### config.mk
export PLATFORM = sky130hd
export DESIGN_NAME = multi_mode_timer
export DESIGN_NICKNAME = d
export VERILOG_FILES = /design/src/rtl/timer_pkg.sv /design/src/rtl/tick_gen.sv /design/src/rtl/multi_mode_timer.sv
export SDC_FILE = /design/constraint.sdc
export NUM_CORES = 1
export LEC_CHECK = 0
export ABC_AREA = 0
export BUFFER_PORTS_ARGS = -buffer_cell sky130_fd_sc_hd__buf_2
export CAP_MARGIN = 40
export CORE_MARGIN = 10
export CORE_UTILIZATION = 64
export CTS_CLUSTER_DIAMETER = 200
export DETAILED_ROUTE_END_ITERATION = 12
export GPL_ROUTABILITY_DRIVEN = 0
export GPL_TIMING_DRIVEN = 0
export PLACE_DENSITY = 0.86
export SYNTH_ARGS = -nofsm -noshare
export SYNTH_HDL_FRONTEND = slang
export SYNTH_SLANG_ARGS = --single-unit
### constraint.sdc
create_clock -name clock -period 4.72 [get_ports clock]
set_clock_uncertainty 0.05 [all_clocks]
set_input_delay 0.708 -clock clock [delete_from_list [all_inputs] [get_ports clock]]
set_output_delay 0.708 -clock clock [all_outputs]
set_load 0.02 [all_outputs]
### src/rtl/timer_pkg.sv
`default_nettype none
// ============================================================================
//  Module      : timer_pkg
//  Description : Shared state encoding and default sizing for the
//                multi-mode countdown timer.
//  Revision    : 1.0 - initial release
// ============================================================================
package timer_pkg;

    // Timer FSM states
    typedef enum logic [1:0] {
        ST_IDLE    = 2'd0,
        ST_RUN     = 2'd1,
        ST_PAUSED  = 2'd2,
        ST_EXPIRED = 2'd3
    } state_t;

    localparam int unsigned c_default_width           = 4;
    localparam int unsigned c_default_cycles_per_tick = 100_000_000;

endpackage : timer_pkg
`default_nettype wire

### src/rtl/tick_gen.sv
`default_nettype none
// ============================================================================
//  Module      : tick_gen
//  Description : Prescaler producing a 1-cycle tick every CYCLES_PER_TICK
//                clocks plus a half-rate enable on every second tick.
//  Revision    : 1.0 - initial release
// ============================================================================
module tick_gen
    import timer_pkg::*;
#(
    parameter int unsigned CYCLES_PER_TICK = c_default_cycles_per_tick
) (
    input  logic clock,
    input  logic reset,
    input  logic clear,
    input  logic hold,
    output logic one_hz_enable,
    output logic half_hz_enable
);

    localparam int unsigned c_presc_w = (CYCLES_PER_TICK > 1) ? $clog2(CYCLES_PER_TICK) : 1;
    localparam logic [c_presc_w-1:0] c_last = c_presc_w'(CYCLES_PER_TICK - 1);
    localparam logic [c_presc_w-1:0] c_one  = c_presc_w'(1);

    logic [c_presc_w-1:0] r_presc;
    logic                 r_half_phase;
    logic                 w_wrap;

    assign w_wrap         = (r_presc == c_last);
    // A held prescaler must not emit a tick even when parked on the last count
    assign one_hz_enable  = w_wrap & ~hold;
    assign half_hz_enable = one_hz_enable & r_half_phase;

    // Prescaler counter and half-rate phase; clear restarts the tick period
    always_ff @(posedge clock or negedge reset) begin
        if (!reset) begin
            r_presc      <= '0;
            r_half_phase <= 1'b0;
        end else if (clear) begin
            r_presc      <= '0;
            r_half_phase <= 1'b0;
        end else if (!hold) begin
            if (w_wrap) begin
                r_presc      <= '0;
                r_half_phase <= ~r_half_phase;
            end else begin
                r_presc <= r_presc + c_one;
            end
        end
    end

endmodule : tick_gen
`default_nettype wire

### src/rtl/multi_mode_timer.sv
`default_nettype none
// ============================================================================
//  Module      : multi_mode_timer
//  Description : WIDTH-bit countdown timer with one-shot / auto-reload modes,
//                pause, expiry flag, terminal-count pulse and exported
//                prescaled enables.
//  Revision    : 1.0 - initial release
// ============================================================================
module multi_mode_timer
    import timer_pkg::*;
#(
    parameter int unsigned WIDTH           = c_default_width,
    parameter int unsigned CYCLES_PER_TICK = c_default_cycles_per_tick
) (
    input  logic             clock,
    input  logic             reset,
    input  logic [WIDTH-1:0] value,
    input  logic             start_timer,
    input  logic             auto_reload,
    input  logic             pause,
    output logic [WIDTH-1:0] count,
    output logic             running,
    output logic             expired,
    output logic             done_pulse,
    output logic             one_hz_enable,
    output logic             half_hz_enable
);

    localparam logic [WIDTH-1:0] c_one = WIDTH'(1);

    state_t           r_state;
    logic [WIDTH-1:0] r_count;
    logic [WIDTH-1:0] r_load;
    logic             r_mode;
    logic             r_done;
    logic             r_running;
    logic             r_expired;
    logic             w_hold;
    logic             w_tick;

    // Pause only freezes the prescaler while a countdown is active
    assign w_hold = pause & ((r_state == ST_RUN) | (r_state == ST_PAUSED));

    tick_gen #(
        .CYCLES_PER_TICK (CYCLES_PER_TICK)
    ) u_tick_gen (
        .clock          (clock),
        .reset          (reset),
        .clear          (start_timer),
        .hold           (w_hold),
        .one_hz_enable  (w_tick),
        .half_hz_enable (half_hz_enable)
    );

    assign one_hz_enable = w_tick;
    assign count         = r_count;
    assign running       = r_running;
    assign expired       = r_expired;
    assign done_pulse    = r_done;

    // Timer FSM with registered count, mode and status outputs
    always_ff @(posedge clock or negedge reset) begin
        if (!reset) begin
            r_state   <= ST_IDLE;
            r_count   <= '0;
            r_load    <= '0;
            r_mode    <= 1'b0;
            r_done    <= 1'b0;
            r_running <= 1'b0;
            r_expired <= 1'b0;
        end else begin
            r_done <= 1'b0;
            if (start_timer) begin
                // Restart wins over everything, including a coincident tick
                r_load  <= value;
                r_mode  <= auto_reload;
                r_count <= value;
                if (value == '0) begin
                    r_state   <= ST_EXPIRED;
                    r_running <= 1'b0;
                    r_expired <= 1'b1;
                    r_done    <= 1'b1;
                end else begin
                    r_state   <= ST_RUN;
                    r_running <= 1'b1;
                    r_expired <= 1'b0;
                end
            end else begin
                case (r_state)
                    ST_RUN, ST_PAUSED: begin
                        if (pause) begin
                            r_state <= ST_PAUSED;
                        end else begin
                            // A tick on the resume cycle is honoured, not lost
                            r_state <= ST_RUN;
                            if (w_tick) begin
                                if (r_count > c_one) begin
                                    r_count <= r_count - c_one;
                                end else begin
                                    r_done <= 1'b1;
                                    if (r_mode) begin
                                        r_count <= r_load;
                                    end else begin
                                        r_count   <= '0;
                                        r_state   <= ST_EXPIRED;
                                        r_running <= 1'b0;
                                        r_expired <= 1'b1;
                                    end
                                end
                            end
                        end
                    end
                    default: begin
                        // IDLE and EXPIRED hold until the next start
                    end
                endcase
            end
        end
    end

endmodule : multi_mode_timer
`default_nettype wire
==> impl_metrics.env <==
export IMPL_status="complete, no violations"
export IMPL_clkSlewWorstSetupHoldPaths_ns=0.08
export IMPL_hold_viol_final=0
export IMPL_synth_seq_cells=42
export IMPL_grt_pass1_wl_mm=9.48
export IMPL_ctsHoldBuffers=0
export IMPL_pre_cts_slack_ns=1.82
export IMPL_num_antenna_cells=0
export IMPL_clockRootBuffer="clkbuf_8"
export IMPL_fin_area_sq_mm=0.00264
export IMPL_fin_util_pct=72.7
export IMPL_relSlewSlack_pct=56.0
export IMPL_drtAntennaViolNets=0
export IMPL_yosys_area_top_type_share_pct=43.9
export IMPL_syn_inst=266
export IMPL_ir_drop_v=0.000195
export IMPL_yosysSeqAreaShare_pct=43.9
export IMPL_netlist_area_sq_mm=0.00240
export IMPL_reg2reg_depth=6
export IMPL_powerDensity_mw_per_mm2=263
export IMPL_postCtsSetupBuffers=0
export IMPL_cp_max_fo=10
export IMPL_row_count=22
export IMPL_area_delta_synth_final_pct=10.2
export IMPL_period_share_pct=69.6
export IMPL_cp_data_required_time_ns=3.96
export IMPL_start_kind="flip-flop"
export IMPL_first_pass_iters=5
export IMPL_antenna_found_initial=0
export IMPL_drv_slew=0
export IMPL_dpl_hpwl_mm=4.19
export IMPL_drt_initial_drc_count=209
export IMPL_grt_total_usage_pct=18.1
export IMPL_worst_hold_path_type="in -> async"
export IMPL_synth_cell_types=48
export IMPL_yosysWarnings=0
export IMPL_cts_resized_gates=0
export IMPL_cts_tree="done"
export IMPL_r2r_start="r_state[1]"
export IMPL_reg2reg_to="u_tick_gen.r_presc[9]"
export IMPL_overflow=0
export IMPL_port_buffers=17
export IMPL_dp_cells=332
export IMPL_cp_arrival_ns=2.53
export IMPL_post_dp_cell_area_sq_mm=0.00256
export IMPL_synth_top_area_cell="dfrtp_1"
export IMPL_io_pins=18
export IMPL_ctsHtreeMaxLevel=2
export IMPL_worst_pin_slew_ns=0.654
export IMPL_wl_mm=5.65
export IMPL_setup_violations=0
export IMPL_yosys_top_cells_count="42 x dfrtp_1, 29 x nand2_1, 21 x nor2_1"
export IMPL_grt_max_degree=27
export IMPL_synthTopCellsByArea="dfrtp_1 44%, xnor2_1 5.1%, nand2_1 4.5%"
export IMPL_timing_hold_ws_ns=0.280
export IMPL_cts_buffer_depth=2
export IMPL_mappedNetlistNets=278
export IMPL_fp_dieH_um=81.2
export IMPL_yosysMostFrequentCell="dfrtp_1"
export IMPL_crit_start="r_state[1]"
export IMPL_synth_flop_cell="dfrtp_1"
export IMPL_p_leak_nw=1.08
export IMPL_path_class="reg -> out"
export IMPL_fmax_mhz=304
export IMPL_synth_edf_count=0
export IMPL_wl_per_cell_um=16.7
export IMPL_reg2reg_slack_ns=2.34
export IMPL_rsz0062_at_grt="no"
export IMPL_final_cells=339
export IMPL_grt_pass1_vias=2007
export IMPL_crit_end="half_hz_enable"
export IMPL_drv_cap=0
export IMPL_endpoint_kind="output pin"
export IMPL_async_flop_share_pct=100
export IMPL_dieArea_sq_mm=0.00659
export IMPL_cts_sinks=42
export IMPL_via_per_inst=6.32
export IMPL_period_needed_ns=3.28
export IMPL_core_area_sq_mm=0.00363
export IMPL_die_w_um=81.2
export IMPL_numCtsBuffers=5
export IMPL_vias=2143
export IMPL_clk_insertion_delay_late_ns=0.29
export IMPL_drive_gt1_share_pct=11.3
export IMPL_fin_tns_setup_ns=0
export IMPL_drc=0
export IMPL_power_total_mw=0.694
export IMPL_postSynthAreaPerCell_sq_um=9.01
export IMPL_setup_ws_ns=1.44
export IMPL_initial_core_util_pct=65.9
export IMPL_nNetsFinal=303
-- cell families (layout without fill, tap and decap cells) --
| group | Yosys count | in the layout | share of synthesized area, % |
|---|---|---|---|
| adder cells (fa/ha/maj) | 3 | 3 | 1.57 |
| buffers and inverters | 25 | 50 | 4.39 |
| XOR/XNOR | 16 | 16 | 5.85 |
| AO/OA/AOI/OAI | 51 | 51 | 13.7 |
| AND/OR/NAND/NOR | 122 | 122 | 27.6 |
| flip-flops | 42 | 42 | 43.9 |
| multiplexers | 7 | 7 | 2.98 |
-- worst min-delay path by stage --
stage	start	to	cells after the start
floorplan	reset	count[0]	0
global placement	running	running	1
detailed placement	running	running	1
CTS	reset	u_tick_gen.r_presc[1]	1
global route	reset	u_tick_gen.r_presc[1]	1
finish	reset	u_tick_gen.r_presc[1]	1
-- layer usage --
layer  global-route usage [%]  vias to the layer above  share of wire, %
li1                         -                     1014                 -
met1                     23.4                     1017                44
met2                     29.3                       99                47
met3                     3.75                       13               7.5
met4                     6.92                        0               1.9
met5                        0                        -                 0
-- critical path: stages, from the launching register on --
cell and delay [ns]:
dfrtp_1 0.44, xor2_1 0.43, and2_1 0.19, clkbuf_1 0.29, clkbuf_1 0.42, nor2_1 0.13, and2_1 0.18, buf_2 0.15
-- cells in the final DEF (no fill, tap or decap), drive strengths merged, types with 3 or more instances in the layout --
cell type,Yosys,final
nor2,21,21
buf,4,22
and3,4,4
clkbuf,7,12
o32ai,3,3
and2,5,5
nand2,29,29
o21ai,16,16
inv,14,14
mux2i,6,6
nor3,12,12
dfrtp,42,42
or3,8,8
and4,4,4
ha,3,3
or4,4,4
nand3,16,16
nor4,10,10
nand4,7,7
xnor2,14,14
a21oi,14,14
-- where the power goes --
| group | switching (mW) | internal [mW] | leakage, nW | total (mW) |
|---|---|---|---|---|
| clock | 0.118 | 0.0993 | 0.0438 | 0.218 |
| sequential | 0.0131 | 0.372 | 0.558 | 0.385 |
| combinational | 0.0602 | 0.0317 | 0.480 | 0.0918 |
| total | 0.192 | 0.503 | 1.08 | 0.694 |
-- area by class of cell --
class	count	area, sq um
plain buffers	11	52.6
clock buffers	5	68.8
clock inverters	2	10.0
fillers	283	993
inverters	14	52.6
multi-input cells	199	1240
flip-flops and latches	42	1050
well taps	48	60.1
repair buffers	18	105
-- flip-flops by register name (all words and copies together) (netlist names) --
register	cells
running	1
done_pulse	1
count	4
u_tick_gen.r_half_phase	1
expired	1
u_tick_gen.r_presc	27
r_load	4
r_state	2
r_mode	1
No activity file was read; power rests on OpenSTA's default activity.
